**src/rtl/snn_axi_lite_master.sv**
```systemverilog
// snn_axi_lite_master: command/response stream to single-beat AXI4-Lite master, Rev 1.0
// Optional hardware poll-until-match enabled by defining SNN_AXI_MASTER_POLL_EN.
`default_nettype none

module snn_axi_lite_master #(
    parameter int C_M_AXI_ADDR_WIDTH = 16,
    parameter int C_M_AXI_DATA_WIDTH = 32,
    parameter int POLL_MAX_BITS      = 16
) (
    input  logic                            S_AXI_ACLK,
    input  logic                            S_AXI_ARESETN,

    input  logic                            cmd_valid,
    output logic                            cmd_ready,
    input  logic                            cmd_write,
    input  logic                            cmd_poll,
    input  logic [C_M_AXI_ADDR_WIDTH-1:0]   cmd_addr,
    input  logic [C_M_AXI_DATA_WIDTH-1:0]   cmd_wdata,
    input  logic [C_M_AXI_DATA_WIDTH/8-1:0] cmd_wstrb,
    input  logic [C_M_AXI_DATA_WIDTH-1:0]   cmd_mask,

    output logic                            rsp_valid,
    input  logic                            rsp_ready,
    output logic [C_M_AXI_DATA_WIDTH-1:0]   rsp_rdata,
    output logic [1:0]                      rsp_resp,
    output logic                            rsp_timeout,
    output logic                            busy,

    output logic [C_M_AXI_ADDR_WIDTH-1:0]   M_AXI_AWADDR,
    output logic                            M_AXI_AWVALID,
    input  logic                            M_AXI_AWREADY,
    output logic [C_M_AXI_DATA_WIDTH-1:0]   M_AXI_WDATA,
    output logic [C_M_AXI_DATA_WIDTH/8-1:0] M_AXI_WSTRB,
    output logic                            M_AXI_WVALID,
    input  logic                            M_AXI_WREADY,
    input  logic [1:0]                      M_AXI_BRESP,
    input  logic                            M_AXI_BVALID,
    output logic                            M_AXI_BREADY,
    output logic [C_M_AXI_ADDR_WIDTH-1:0]   M_AXI_ARADDR,
    output logic                            M_AXI_ARVALID,
    input  logic                            M_AXI_ARREADY,
    input  logic [C_M_AXI_DATA_WIDTH-1:0]   M_AXI_RDATA,
    input  logic [1:0]                      M_AXI_RRESP,
    input  logic                            M_AXI_RVALID,
    output logic                            M_AXI_RREADY
);

    localparam int STRB_W = C_M_AXI_DATA_WIDTH / 8;

    typedef enum logic [2:0] {
        ST_IDLE     = 3'd0,
        ST_WR       = 3'd1,
        ST_WB       = 3'd2,
        ST_RD_A     = 3'd3,
        ST_RD_D     = 3'd4,
        ST_POLL_CHK = 3'd5,
        ST_RSP      = 3'd6
    } state_t;

    state_t                          state;
    state_t                          state_next;

    logic [C_M_AXI_ADDR_WIDTH-1:0]   addr;
    logic [C_M_AXI_DATA_WIDTH-1:0]   wdata;
    logic [STRB_W-1:0]               wstrb;
    logic                            aw_done;
    logic                            w_done;
    logic [C_M_AXI_DATA_WIDTH-1:0]   rdata;
    logic [1:0]                      resp;
    logic                            accept;

    assign accept = (state == ST_IDLE) && cmd_valid;

`ifdef SNN_AXI_MASTER_POLL_EN
    localparam logic [POLL_MAX_BITS-1:0] POLL_MAX = {POLL_MAX_BITS{1'b1}};

    logic                            poll;
    logic [C_M_AXI_DATA_WIDTH-1:0]   mask;
    logic [POLL_MAX_BITS-1:0]        poll_cnt;
    logic                            timeout;
    logic                            poll_match;

    assign poll_match  = (rdata & mask) == (wdata & mask);
    assign rsp_timeout = timeout;

    // poll_cnt holds the number of completed read beats of the current command
    always_ff @(posedge S_AXI_ACLK or negedge S_AXI_ARESETN) begin
        if (!S_AXI_ARESETN) begin
            poll     <= 1'b0;
            mask     <= '0;
            poll_cnt <= '0;
            timeout  <= 1'b0;
        end else if (accept) begin
            poll     <= cmd_poll && !cmd_write;
            mask     <= cmd_mask;
            poll_cnt <= '0;
            timeout  <= 1'b0;
        end else if (state == ST_RD_D && M_AXI_RVALID) begin
            poll_cnt <= poll_cnt + 1'b1;
        end else if (state == ST_POLL_CHK && !poll_match && poll_cnt == POLL_MAX) begin
            timeout  <= 1'b1;
        end
    end
`else
    localparam int unused_poll_bits = POLL_MAX_BITS;
    logic unused_poll_inputs;

    assign unused_poll_inputs = ^{cmd_poll, cmd_mask};
    assign rsp_timeout        = 1'b0;
`endif

    always_ff @(posedge S_AXI_ACLK or negedge S_AXI_ARESETN) begin
        if (!S_AXI_ARESETN) begin
            state <= ST_IDLE;
        end else begin
            state <= state_next;
        end
    end

    always_comb begin
        state_next = state;
        case (state)
            ST_IDLE: begin
                if (cmd_valid) begin
                    state_next = cmd_write ? ST_WR : ST_RD_A;
                end
            end
            ST_WR: begin
                // A channel is finished once it has handshaken, now or earlier
                if ((aw_done || M_AXI_AWREADY) && (w_done || M_AXI_WREADY)) begin
                    state_next = ST_WB;
                end
            end
            ST_WB: begin
                if (M_AXI_BVALID) begin
                    state_next = ST_RSP;
                end
            end
            ST_RD_A: begin
                if (M_AXI_ARREADY) begin
                    state_next = ST_RD_D;
                end
            end
            ST_RD_D: begin
                if (M_AXI_RVALID) begin
`ifdef SNN_AXI_MASTER_POLL_EN
                    state_next = (poll && M_AXI_RRESP == 2'b00) ? ST_POLL_CHK : ST_RSP;
`else
                    state_next = ST_RSP;
`endif
                end
            end
`ifdef SNN_AXI_MASTER_POLL_EN
            ST_POLL_CHK: begin
                state_next = (poll_match || poll_cnt == POLL_MAX) ? ST_RSP : ST_RD_A;
            end
`endif
            ST_RSP: begin
                if (rsp_ready) begin
                    state_next = ST_IDLE;
                end
            end
            default: begin
                state_next = ST_IDLE;
            end
        endcase
    end

    always_comb begin
        cmd_ready     = (state == ST_IDLE);
        busy          = (state != ST_IDLE);
        rsp_valid     = (state == ST_RSP);
        M_AXI_AWVALID = (state == ST_WR) && !aw_done;
        M_AXI_WVALID  = (state == ST_WR) && !w_done;
        M_AXI_BREADY  = (state == ST_WB);
        M_AXI_ARVALID = (state == ST_RD_A);
        M_AXI_RREADY  = (state == ST_RD_D);
    end

    assign M_AXI_AWADDR = addr;
    assign M_AXI_ARADDR = addr;
    assign M_AXI_WDATA  = wdata;
    assign M_AXI_WSTRB  = wstrb;
    assign rsp_rdata    = rdata;
    assign rsp_resp     = resp;

    always_ff @(posedge S_AXI_ACLK or negedge S_AXI_ARESETN) begin
        if (!S_AXI_ARESETN) begin
            addr    <= '0;
            wdata   <= '0;
            wstrb   <= '0;
            aw_done <= 1'b0;
            w_done  <= 1'b0;
            rdata   <= '0;
            resp    <= 2'b00;
        end else begin
            if (accept) begin
                addr    <= cmd_addr;
                wdata   <= cmd_wdata;
                wstrb   <= cmd_wstrb;
                aw_done <= 1'b0;
                w_done  <= 1'b0;
                rdata   <= '0;
                resp    <= 2'b00;
            end
            if (M_AXI_AWVALID && M_AXI_AWREADY) begin
                aw_done <= 1'b1;
            end
            if (M_AXI_WVALID && M_AXI_WREADY) begin
                w_done <= 1'b1;
            end
            if (M_AXI_BREADY && M_AXI_BVALID) begin
                resp <= M_AXI_BRESP;
            end
            if (M_AXI_RREADY && M_AXI_RVALID) begin
                rdata <= M_AXI_RDATA;
                resp  <= M_AXI_RRESP;
            end
        end
    end

endmodule

`default_nettype wire

```
**config.mk**
```make
export PLATFORM = sky130hd
export DESIGN_NAME = snn_axi_lite_master
export DESIGN_NICKNAME = d
export VERILOG_FILES = /design/src/rtl/snn_axi_lite_master.sv
export SDC_FILE = /design/constraint.sdc
export NUM_CORES = 1
export LEC_CHECK = 0
export CAP_MARGIN = 20
export CORE_ASPECT_RATIO = 1.4
export CORE_UTILIZATION = 36
export DETAILED_ROUTE_END_ITERATION = 8
export PLACE_DENSITY_LB_ADDON = 0.3
export SKIP_LAST_GASP = 1
export SLEW_MARGIN = 10
export SYNTH_ARGS = -nofsm -noshare
export SYNTH_HDL_FRONTEND = slang
export SYNTH_SLANG_ARGS = --single-unit
```
**constraint.sdc**
```tcl
create_clock -name S_AXI_ACLK -period 1.8 [get_ports S_AXI_ACLK]
set_input_delay 0.27 -clock S_AXI_ACLK [delete_from_list [all_inputs] [get_ports S_AXI_ACLK]]
set_output_delay 0.27 -clock S_AXI_ACLK [all_outputs]
set_load 0.05 [all_outputs]
```
==> flow_summary.yaml, run 1 <==
critical_path:
  cp_cell_sequence: "clkdlybuf4s50_1"
  critPathKind: "flop to primary output"
  r2r_start: "state[0]$_DFFE_PN0P_"
  reg2reg_slack_ns: 0.09
  reg2reg_to: "rsp_rdata[19]$_DFFE_PN0P_"
  reg2regPathDepth: 6
  startpoint_type: "flop"
  cp_max_fo: 2
  worstPathRequired_ns: 1.53
  crit_slowest_cell: "clkdlybuf4s50_1"
  arrival_ns: 1.50
  critPathMaxStageDelay_ns: 0.82
  critPathBufInv: 1
  worst_setup_path_end_kind: "primary output"
  critPathTopFamily: "buffers and inverters"
cells_and_area:
  antennaDiodeCount: 0
  seqCellArea_sq_um: 2280
  nNetsFinal: 693
  layout-drive-gt1-share: 0.127
  multiInputGateArea_sq_um: 1230
  syn_to_final_growth_pct: 73.1
  fill_cells: 811
min_path:
  hold_start: "cmd_addr[13]"
  hold_depth: 3
  hold_end: "M_AXI_ARADDR[13]$_DFFE_PN0P_"
  hold_class: "input port to flop"
grt:
  grt_usage: 0.195
  grt-ovfl-total: 0
  grt_max_degree: 92
  antenna_found_initial: 0
  grt_pass1_vias: 3184
  grt_first_pass_wirelength_mm: 15.7
yosys:
  yosysMostFrequentCell: "nand2_1"
  synthTopCellsByArea: "dfrtp_1 (62%), nand2_1 (16%), a22o_1 (8.1%)"
  synthCells: 364
  yosysTopAreaCellShare: 0.618
  ys_ff_latch: 91
  synth_ff_type: "dfrtp_1"
  yosysUniqueCellTypes: 32
  syn_area_per_cell_sq_um: 10.1
  async_flop_share: 1.00
  synth_common_cells: "nand2_1 (162), dfrtp_1 (91), a22o_1 (34), buf_4 (17), buf_2 (14)"
  ys_seq_area_frac: 0.618
  synth_area_sq_um: 3690
  synth_edf_count: 0
  synth_largest_area_cell: "dfrtp_1"
  yosysWarnings: 0
  syn-num-nets: 495
cts:
  cts_buffers: 9
  clock_latency_ns: 0.34
  htree_levels: 3
  clk_pin_slew_ns: 0.07
  cts_tree: "built"
  root_buffer: "clkbuf_16"
  cts_buffer_depth: 2
  clock-sinks: 91
sta:
  clock_skew_ns: 0.00648
  period_needed_ns: 1.77
  slew_violations: 0
  setup_viol: 0
  max_freq_ghz: 0.563
  worst_pin_slew_ns: 0.530
  fin_setup_tns_ns: 0
  min_period_over_period: 0.986
  rsz0062_at_grt: "true"
  relSlewSlack: 0.646
  hold_slack_ns: 0.457
  final_hold_viol_count: 0
  layout_setup_ws_ns: 0.0253
placed_design:
  place_congestion: 0.715
  post-place-ws_ns: -0.158
  dpl.hpwl_mm: 7.59
  io_buffers: 207
die:
  die_area_sq_um: 10700
  dieWidth_um: 87.5
  start_util: 0.370
  die_y_um: 122
  top_level_ports: 242
  core_sq_um: 9950
  num_rows: 43
route:
  vias_per_cell: 4.65
  dr_total_vias: 3261
  drc: 0
  ant_nets: 0
  routedWlPerCell_um: 14.9
  drt_iter0_markers: 117
  wl_mm: 10.4
  drtPass1Iterations: 4
status:
  outcome: "completed"
pwr:
  leakagePower_nw: 3.44
  p_per_area_nw_per_um2: 2250
  peakVddDrop_v: 0.000823
flow_run:
  cap_violations: 0
## where the power goes
part           switching, mW  internal, mW  total, mW
clock network          0.766          1.21       1.98
registers              0.532          3.00       3.53
logic                   5.83          3.06       8.88
total                   7.13          7.27       14.4
## routing by layer
layer	GRT usage	up-vias	routed length, um
met2	0.329	127	5370
li1	-	1575	-
met3	0.0427	23	665
met5	0	-	0
met1	0.227	1536	4030
met4	0.108	0	370
## cell usage in the layout (no fill, tap or decap), drive strengths merged, types with 2 or more instances in the layout
cell	instances
and2	3
nor4b	2
clkbuf	9
clkinv	2
nand2	162
dlymetal6s2s	32
buf	43
o21ai	3
a31o	3
nor2	4
bufinv	2
nor2b	3
nor4bb	2
mux2i	2
clkinvlp	3
a22o	34
dfrtp	91
dlygate4sd2	13
clkdlybuf4s50	137
## worst max path at each step
stage / cells after the start / startpoint / to
floorplan: 4 / state[0]$_DFFE_PN0P_ / M_AXI_AWVALID
global placement: 5 / cmd_valid / aw_done$_DFFE_PN0P_
detailed placement: 5 / cmd_valid / aw_done$_DFFE_PN0P_
CTS: 5 / state[0]$_DFFE_PN0P_ / M_AXI_WVALID
global route: 6 / state[0]$_DFFE_PN0P_ / rsp_rdata[29]$_DFFE_PN0P_
finish: 1 / rsp_rdata[6]$_DFFE_PN0P_ / rsp_rdata[6]
## stage by stage
stage / instances / utilization / cell area [sq um] / total power, mW
6_report: 702 / 0.641 / 6380 / 14.4
3_5_place_dp: 682 / 0.597 / 5940 / 12.5
4_1_cts: 699 / 0.630 / 6270 / 14.5
5_1_grt: 702 / 0.641 / 6380 / 15.1
3_3_place_gp: 682 / 0.597 / 5940 / 12.4
2_1_floorplan: 364 / - / 3700 / 9.41
## state kept, by name, summed over array words and instances (netlist names)
| register | count |
|---|---|
| M_AXI_ARADDR | 16 |
| M_AXI_WDATA | 32 |
| M_AXI_WSTRB | 4 |
| aw_done | 1 |
| rsp_rdata | 32 |
| rsp_resp | 2 |
| state | 3 |
| w_done | 1 |
## logic make-up (layout without fill, tap and decap cells)
kind of cell    count (synthesis)  count (layout)  synth area share
simple gates                  182             182             0.205
flops                          91              91             0.618
compound gates                 48              48             0.108
buf+inv                        40             243            0.0628
mux                             2               2           0.00543
other cells                     1               1           0.00102
## area by class of cell
type                    instances  share of cell area
repair buffers                226               0.374
flip-flops and latches         91               0.357
multi-input cells             233               0.192
clock buffers                   9              0.0353
well taps                     135              0.0265
clock inverters                 7              0.0145
inverters                       1            0.000588
## what timing repair did
item | CTS | global route
setup buffers | 0 | 3
endpoints found under the setup margin | 18 | 37
gates resized for setup | 17 | 35
hold buffers | 1 | 0
pin swaps | 0 | 1
endpoints found under the hold margin | 18 | 0
Power figures use the tool's default switching activity.
==> run 2: changes to the inputs <==
CORE_MARGIN = 1   (was default)
==> results of run 2 <==
The final DEF is identical to that of run 1; final timing and power are the same.
